<file path="config.mk">
export PLATFORM = sky130hd
export DESIGN_NAME = mouse_pos_tracker_flat
export DESIGN_NICKNAME = d
export VERILOG_FILES = /design/src/rtl/vga_pkg.sv /design/src/rtl/mouse_pos_tracker_if.sv /design/src/rtl/pos_clamp_axis.sv /design/src/rtl/mouse_pos_tracker.sv /design/src/flat_wrapper.sv
export SDC_FILE = /design/constraint.sdc
export NUM_CORES = 1
export LEC_CHECK = 0
export CAP_MARGIN = 20
export CORE_MARGIN = 1.5
export CORE_UTILIZATION = 55
export DETAILED_ROUTE_END_ITERATION = 10
export PLACE_DENSITY = 0.74
export SLEW_MARGIN = 10
export SYNTH_ARGS = -nofsm -noshare
export SYNTH_HDL_FRONTEND = slang
export SYNTH_SLANG_ARGS = --single-unit
</file>
<file path="constraint.sdc">
create_clock -name clk -period 3.6 [get_ports clk]
set_clock_uncertainty 0.05 [all_clocks]
set_input_delay 0.72 -clock clk [delete_from_list [all_inputs] [get_ports clk]]
set_output_delay 0.72 -clock clk [all_outputs]
set_load 0.01 [all_outputs]
</file>
<file path="src/rtl/vga_pkg.sv">
// Shared screen geometry, coordinate type and PS/2 mouse packet field indices
// used by the cursor tracker and the draw/click logic.
package vga_pkg;

   localparam int HOR_PIXELS = 800;
   localparam int VER_PIXELS = 600;

   typedef logic [11:0] coord_t;

   localparam int PS2_BTN_L = 0;
   localparam int PS2_BTN_R = 1;
   localparam int PS2_SYNC  = 3;
   localparam int PS2_XS    = 4;
   localparam int PS2_YS    = 5;
   localparam int PS2_XO    = 6;
   localparam int PS2_YO    = 7;

   // One-hot packet assembly states; APPLY is the cycle pkt_valid is high.
   typedef enum logic [3:0] {
      WAIT_B0 = 4'b0001,
      WAIT_B1 = 4'b0010,
      WAIT_B2 = 4'b0100,
      APPLY   = 4'b1000
   } trk_state_e;

endpackage

</file>
<file path="src/rtl/mouse_pos_tracker_if.sv">
// Byte input from the PS/2 receiver and cursor/button outputs of the tracker.
// Handshake: rx_valid is a one-cycle strobe with no back-pressure; rx_data is
// only meaningful in that cycle. pkt_valid/sync_err are one-cycle pulses.
interface mouse_pos_tracker_if import vga_pkg::*; ();

   logic [7:0] rx_data;
   logic       rx_valid;
   coord_t     xpos;
   coord_t     ypos;
   logic       MouseLeft;
   logic       MouseRight;
   logic       pkt_valid;
   logic       sync_err;
   trk_state_e state;

   modport master (
      input  rx_data, rx_valid,
      output xpos, ypos, MouseLeft, MouseRight, pkt_valid, sync_err, state
   );

   modport slave (
      output rx_data, rx_valid,
      input  xpos, ypos, MouseLeft, MouseRight, pkt_valid, sync_err, state
   );

endinterface

</file>
<file path="src/rtl/pos_clamp_axis.sv">
// One axis of the cursor update: adds or subtracts a 9-bit signed delta and
// clamps the result to 0..max_i.
module pos_clamp_axis
   import vga_pkg::*;
(
   input  coord_t     cur_i,
   input  logic [8:0] delta_i,
   input  logic       sub_i,
   input  coord_t     max_i,
   output coord_t     next_o
);

   logic signed [12:0] cur_s;
   logic signed [12:0] delta_s;
   logic signed [12:0] sum_s;
   logic signed [12:0] max_s;

   always_comb begin
      cur_s   = signed'({1'b0, cur_i});
      delta_s = signed'({{4{delta_i[8]}}, delta_i});
      max_s   = signed'({1'b0, max_i});
      sum_s   = sub_i ? (cur_s - delta_s) : (cur_s + delta_s);
      if (sum_s[12]) begin
         next_o = '0;
      end else if (sum_s > max_s) begin
         next_o = max_i;
      end else begin
         next_o = sum_s[11:0];
      end
   end

endmodule

</file>
<file path="src/rtl/mouse_pos_tracker.sv">
// Assembles 3-byte PS/2 mouse packets and accumulates their deltas into an
// absolute, clamped cursor position plus button levels.
module mouse_pos_tracker
   import vga_pkg::*;
#(
   parameter int X_MAX   = HOR_PIXELS - 1,
   parameter int Y_MAX   = VER_PIXELS - 1,
   parameter int X_INIT  = 400,
   parameter int Y_INIT  = 300,
   parameter int TIMEOUT = 1_000_000
) (
   input  logic                clk,
   input  logic                rst,
   mouse_pos_tracker_if.master bus
);

   localparam int CNT_W = $clog2(TIMEOUT + 1);
   localparam logic [CNT_W-1:0] CNT_LAST = CNT_W'(TIMEOUT - 1);

   trk_state_e       state_q,  state_d;
   logic [7:0]       status_q, status_d;
   logic [7:0]       dx_q,     dx_d;
   logic [CNT_W-1:0] cnt_q,    cnt_d;
   coord_t           xpos_q,   xpos_d;
   coord_t           ypos_q,   ypos_d;
   logic             left_q,   left_d;
   logic             right_q,  right_d;
   logic             pkt_q,    pkt_d;
   logic             serr_q,   serr_d;

   coord_t           x_next;
   coord_t           y_next;

   pos_clamp_axis u_clamp_x (
      .cur_i   (xpos_q),
      .delta_i ({status_q[PS2_XS], dx_q}),
      .sub_i   (1'b0),
      .max_i   (coord_t'(X_MAX)),
      .next_o  (x_next)
   );

   // dy is taken straight from the third byte so the outputs load on the
   // same edge that moves the FSM into APPLY.
   pos_clamp_axis u_clamp_y (
      .cur_i   (ypos_q),
      .delta_i ({status_q[PS2_YS], bus.rx_data}),
      .sub_i   (1'b1),
      .max_i   (coord_t'(Y_MAX)),
      .next_o  (y_next)
   );

   always_ff @(posedge clk) begin
      if (rst) begin
         state_q  <= WAIT_B0;
         status_q <= '0;
         dx_q     <= '0;
         cnt_q    <= '0;
         xpos_q   <= coord_t'(X_INIT);
         ypos_q   <= coord_t'(Y_INIT);
         left_q   <= 1'b0;
         right_q  <= 1'b0;
         pkt_q    <= 1'b0;
         serr_q   <= 1'b0;
      end else begin
         state_q  <= state_d;
         status_q <= status_d;
         dx_q     <= dx_d;
         cnt_q    <= cnt_d;
         xpos_q   <= xpos_d;
         ypos_q   <= ypos_d;
         left_q   <= left_d;
         right_q  <= right_d;
         pkt_q    <= pkt_d;
         serr_q   <= serr_d;
      end
   end

   always_comb begin
      state_d  = state_q;
      status_d = status_q;
      dx_d     = dx_q;
      cnt_d    = cnt_q;
      xpos_d   = xpos_q;
      ypos_d   = ypos_q;
      left_d   = left_q;
      right_d  = right_q;
      pkt_d    = 1'b0;
      serr_d   = 1'b0;

      unique case (state_q)
         WAIT_B0, APPLY: begin
            cnt_d   = '0;
            state_d = WAIT_B0;
            if (bus.rx_valid) begin
               if (bus.rx_data[PS2_SYNC]) begin
                  status_d = bus.rx_data;
                  state_d  = WAIT_B1;
               end else begin
                  serr_d = 1'b1;
               end
            end
         end

         WAIT_B1, WAIT_B2: begin
            if (bus.rx_valid) begin
               cnt_d = '0;
               if (state_q == WAIT_B1) begin
                  dx_d    = bus.rx_data;
                  state_d = WAIT_B2;
               end else begin
                  state_d = APPLY;
                  pkt_d   = 1'b1;
                  left_d  = status_q[PS2_BTN_L];
                  right_d = status_q[PS2_BTN_R];
                  if (!status_q[PS2_XO]) xpos_d = x_next;
                  if (!status_q[PS2_YO]) ypos_d = y_next;
               end
            end else if (cnt_q == CNT_LAST) begin
               cnt_d   = '0;
               state_d = WAIT_B0;
               serr_d  = 1'b1;
            end else begin
               cnt_d = cnt_q + 1'b1;
            end
         end

         default: begin
            state_d = WAIT_B0;
            cnt_d   = '0;
         end
      endcase
   end

   assign bus.xpos       = xpos_q;
   assign bus.ypos       = ypos_q;
   assign bus.MouseLeft  = left_q;
   assign bus.MouseRight = right_q;
   assign bus.pkt_valid  = pkt_q;
   assign bus.sync_err   = serr_q;
   assign bus.state      = state_q;

endmodule

</file>
<file path="src/flat_wrapper.sv">
// flat-port wrapper written by rule: the top's interface ports become plain ports
module mouse_pos_tracker_flat import vga_pkg::*;
#(
   parameter int X_MAX   = HOR_PIXELS - 1,
   parameter int Y_MAX   = VER_PIXELS - 1,
   parameter int X_INIT  = 400,
   parameter int Y_INIT  = 300,
   parameter int TIMEOUT = 1_000_000
)
  (clk, rst, bus_rx_data, bus_rx_valid, bus_xpos, bus_ypos, bus_MouseLeft, bus_MouseRight, bus_pkt_valid, bus_sync_err, bus_state);
  mouse_pos_tracker_if bus_i ();
  input  logic clk;
  input  logic rst;
  input wire logic [$bits(bus_i.rx_data)-1:0] bus_rx_data;
  input wire logic [$bits(bus_i.rx_valid)-1:0] bus_rx_valid;
  output wire logic [$bits(bus_i.xpos)-1:0] bus_xpos;
  output wire logic [$bits(bus_i.ypos)-1:0] bus_ypos;
  output wire logic [$bits(bus_i.MouseLeft)-1:0] bus_MouseLeft;
  output wire logic [$bits(bus_i.MouseRight)-1:0] bus_MouseRight;
  output wire logic [$bits(bus_i.pkt_valid)-1:0] bus_pkt_valid;
  output wire logic [$bits(bus_i.sync_err)-1:0] bus_sync_err;
  output wire logic [$bits(bus_i.state)-1:0] bus_state;
  assign bus_i.rx_data = bus_rx_data;
  assign bus_i.rx_valid = bus_rx_valid;
  assign bus_xpos = bus_i.xpos;
  assign bus_ypos = bus_i.ypos;
  assign bus_MouseLeft = bus_i.MouseLeft;
  assign bus_MouseRight = bus_i.MouseRight;
  assign bus_pkt_valid = bus_i.pkt_valid;
  assign bus_sync_err = bus_i.sync_err;
  assign bus_state = bus_i.state;
  mouse_pos_tracker #(.X_MAX(X_MAX), .Y_MAX(Y_MAX), .X_INIT(X_INIT), .Y_INIT(Y_INIT), .TIMEOUT(TIMEOUT)) u_core (.clk(clk), .rst(rst), .bus(bus_i));
endmodule
</file>
==> out/qor.csv <==
stage;metric;value;unit
worst_setup_path;startpoint_type;input pin;
logic_synthesis;syn_area;0.00396;sq mm
power;power.density;332;mW/mm^2
sta;slew_violations;0;
global_routing;grt_pass1_wl;15400;microns
status;status;complete, no violations;
route;finalWirelength;9390;microns
clocking;cts_setup_buffers;0;
clocking;clk_latency;0.35;ns
global_routing;antenna_found_initial;0;
logic_synthesis;yosys_warnings;0;
worst_setup_path;required;3.79;ns
logic_synthesis;syn_area_per_cell;8.15;sq um
logic_synthesis;synthFlopType;dfxtp_1;
worst_setup_path;rr_worst_depth;11;
sta;whs;0.418;ns
clocking;cts.sinks;66;
worst_hold_path;hold_class;flop to flop;
logic_synthesis;synthArstFlopShare;0;
global_routing;overflow;0;
worst_setup_path;worstPathArrival;3.55;ns
cells_and_area;fin_cells;636;
logic_synthesis;syn_inst;486;
global_routing;busiest_layer;met2;
clocking;clockBufferDepth;2;
global_routing;grt_max_degree;21;
worst_setup_path;cp_max_fo;6;
power;power_leakage;1.85;nW
power;ir_drop;267;uV
clocking;cts_tree;built;
cells_and_area;final_core_util;0.689;
logic_synthesis;yosysSeqAreaShare;0.334;
route;remaining_drc_errors;0;
worst_setup_path;crit_type;input pin to flop;
sta;rsz0062_at_grt;false;
cells_and_area;layout_commonest_cell;nor2_1;
sta;setup_viol;0;
floorplanning;die_area;0.00772;sq mm
clocking;clkTransAtPathRegs;0.08;ns
floorplanning;fp.dieW;87.9;microns
clocking;cts_made_buffers;9;
placed_design;placed_area;0.00453;sq mm
clocking;cts_hold_buffers;0;
cells_and_area;layout_common_cells;83 x nor2_1, 66 x dfxtp_1, 42 x clkdlybuf4s50_1;
global_routing;grt_use_met3;0.0537;
floorplanning;core;0.00687;sq mm
floorplanning;die_h;87.9;microns
sta;fin_tns_setup;0;ns
sta;fmax;298;MHz
clocking;htree_num_levels;3;
logic_synthesis;synth-edff-count;0;
sta;hold_viol;0;
cells_and_area;final_cell_area;0.00473;sq mm
placed_design;place.gp.congestion;0.908;
route;ant_nets;0;
route;routed_via_density;5.66;
logic_synthesis;synth_seq_cells;66;
cells_and_area;nets;573;
floorplanning;ios;43;
logic_synthesis;synth_nets;524;
global_routing;grt.total_usage;0.257;
floorplanning;initial_core_util;0.577;
route;firstDrtPassIters;5;
route;wire_per_inst;14.8;microns
sta;post-route-period-util;0.933;
clocking;cts_resized;0;
flow_run;maxCapViolCount;0;
worst_setup_path;endpoint_kind;flop;
cells_and_area;area_growth_syn_to_layout;19.5;%
placed_design;dp_hpwl;7080;microns
worst_hold_path;whs_path_depth;1;
placed_design;numPortBuffers;42;
global_routing;grt_use_met2;0.410;
sta;tightestPinTransition;0.708;ns
cells_and_area;final_layout_size_suffix_gt1_frac;0.0889;
logic_synthesis;synth_cell_types;61;
sta;min_period;3.36;ns
sta;relSlewSlack;0.526;
route;drt_iter0_drc;212;
placed_design;dpl.cell_count;620;
cells_and_area;n_fill_cell;574;
global_routing;grt_pass1_vias;3338;
floorplanning;core.rowCount;30;
cells_and_area;antenna_cells;0;
route;vias;3600;
global_routing;met1_usage;0.339;
clocking;cts_root_buf;clkbuf_8;
[flip-flops by register name, summed over array words and instances (netlist names)]
register               flops
u_core.cnt_q              20
u_core.bus.xpos           12
u_core.bus.ypos           12
u_core.dx_q                8
u_core.status_q            6
u_core.bus.state           4
u_core.bus.MouseLeft       1
u_core.bus.MouseRight      1
u_core.bus.pkt_valid       1
u_core.bus.sync_err        1
[critical path, cell delays in order]
cell	delay [ns]
clkdlybuf4s50_1	0.51
inv_1	0.07
ha_1	0.26
nor2b_1	0.14
o2111ai_1	0.27
nand2_1	0.15
o311ai_1	0.28
a21oi_1	0.18
o41ai_4	0.54
a31oi_1	0.15
a211o_1	0.28
[cell usage after synthesis (4+ instances only)]
cell,n,area share
a211o_1,4,0.0088
a211oi_1,4,0.0076
a21o_1,6,0.011
a21oi_1,39,0.049
a22o_1,4,0.0088
a311oi_1,5,0.011
and2_1,5,0.0079
and3_1,4,0.0063
and4_1,4,0.0088
clkbuf_1,14,0.013
dfxtp_1,66,0.33
ha_1,25,0.079
inv_1,22,0.021
mux2i_1,4,0.010
nand2_1,29,0.027
nand2b_1,5,0.0079
nand3_1,21,0.027
nand3b_1,4,0.0076
nor2_1,83,0.079
nor3_1,10,0.013
o211ai_1,5,0.0095
o21a_1,6,0.011
o21ai_0,14,0.018
o31ai_1,4,0.0076
or2_2,7,0.011
or3_1,4,0.0063
xnor2_1,14,0.031
xor2_1,20,0.044
[power by group]
group / internal [mW] / total, mW / switching [mW] / leakage, nW
logic: 0.0785 / 0.186 / 0.107 / 1.22
clock network: 0.324 / 0.645 / 0.320 / 0.0962
registers: 0.734 / 0.740 / 0.00509 / 0.533
total: 1.14 / 1.57 / 0.433 / 1.85
[kinds of logic after synthesis]
family          count (synthesis)  synth area share
fa+ha+maj                      27            0.0891
buf+inv                        40            0.0398
xor+xnor                       34            0.0752
compound gates                121             0.216
mux                             4            0.0101
flops                          66             0.334
simple gates                  194             0.236
[metrics by stage]
step,power (mW),worst slack [ns]
floorplan,0.879,0.601
global placement,0.935,-0.169
detailed placement,0.938,-0.0773
CTS,1.58,0.270
global route,1.63,0.0303
finish,1.57,0.240
[layout make-up]
class                   count  area [sq um]  area share
multi-input cells         380          2480       0.524
flip-flops and latches     66          1320       0.279
repair buffers             56           526       0.111
clock buffers               9           124      0.0262
well taps                  96           120      0.0254
inverters                  22          82.6      0.0175
clock inverters             7          76.3      0.0161
[final timing paths]
path	startpoint	to	slack, ns
worst max-delay path	bus_rx_data[1]	u_core.bus.ypos[2]	0.24
worst min-delay path	u_core.cnt_q[0]	u_core.cnt_q[0]	0.42
worst max register to register	u_core.dx_q[0]	u_core.bus.xpos[3]	0.44
worst min register to register	u_core.cnt_q[0]	u_core.cnt_q[0]	0.42
[metal layers]
metal | wire length [microns] | vias up
met5 | 0 | -
met4 | 162 | 0
met3 | 430 | 17
met2 | 4250 | 93
met1 | 4550 | 1658
li1 | - | 1832
No activity file was read; power rests on OpenSTA's default activity.
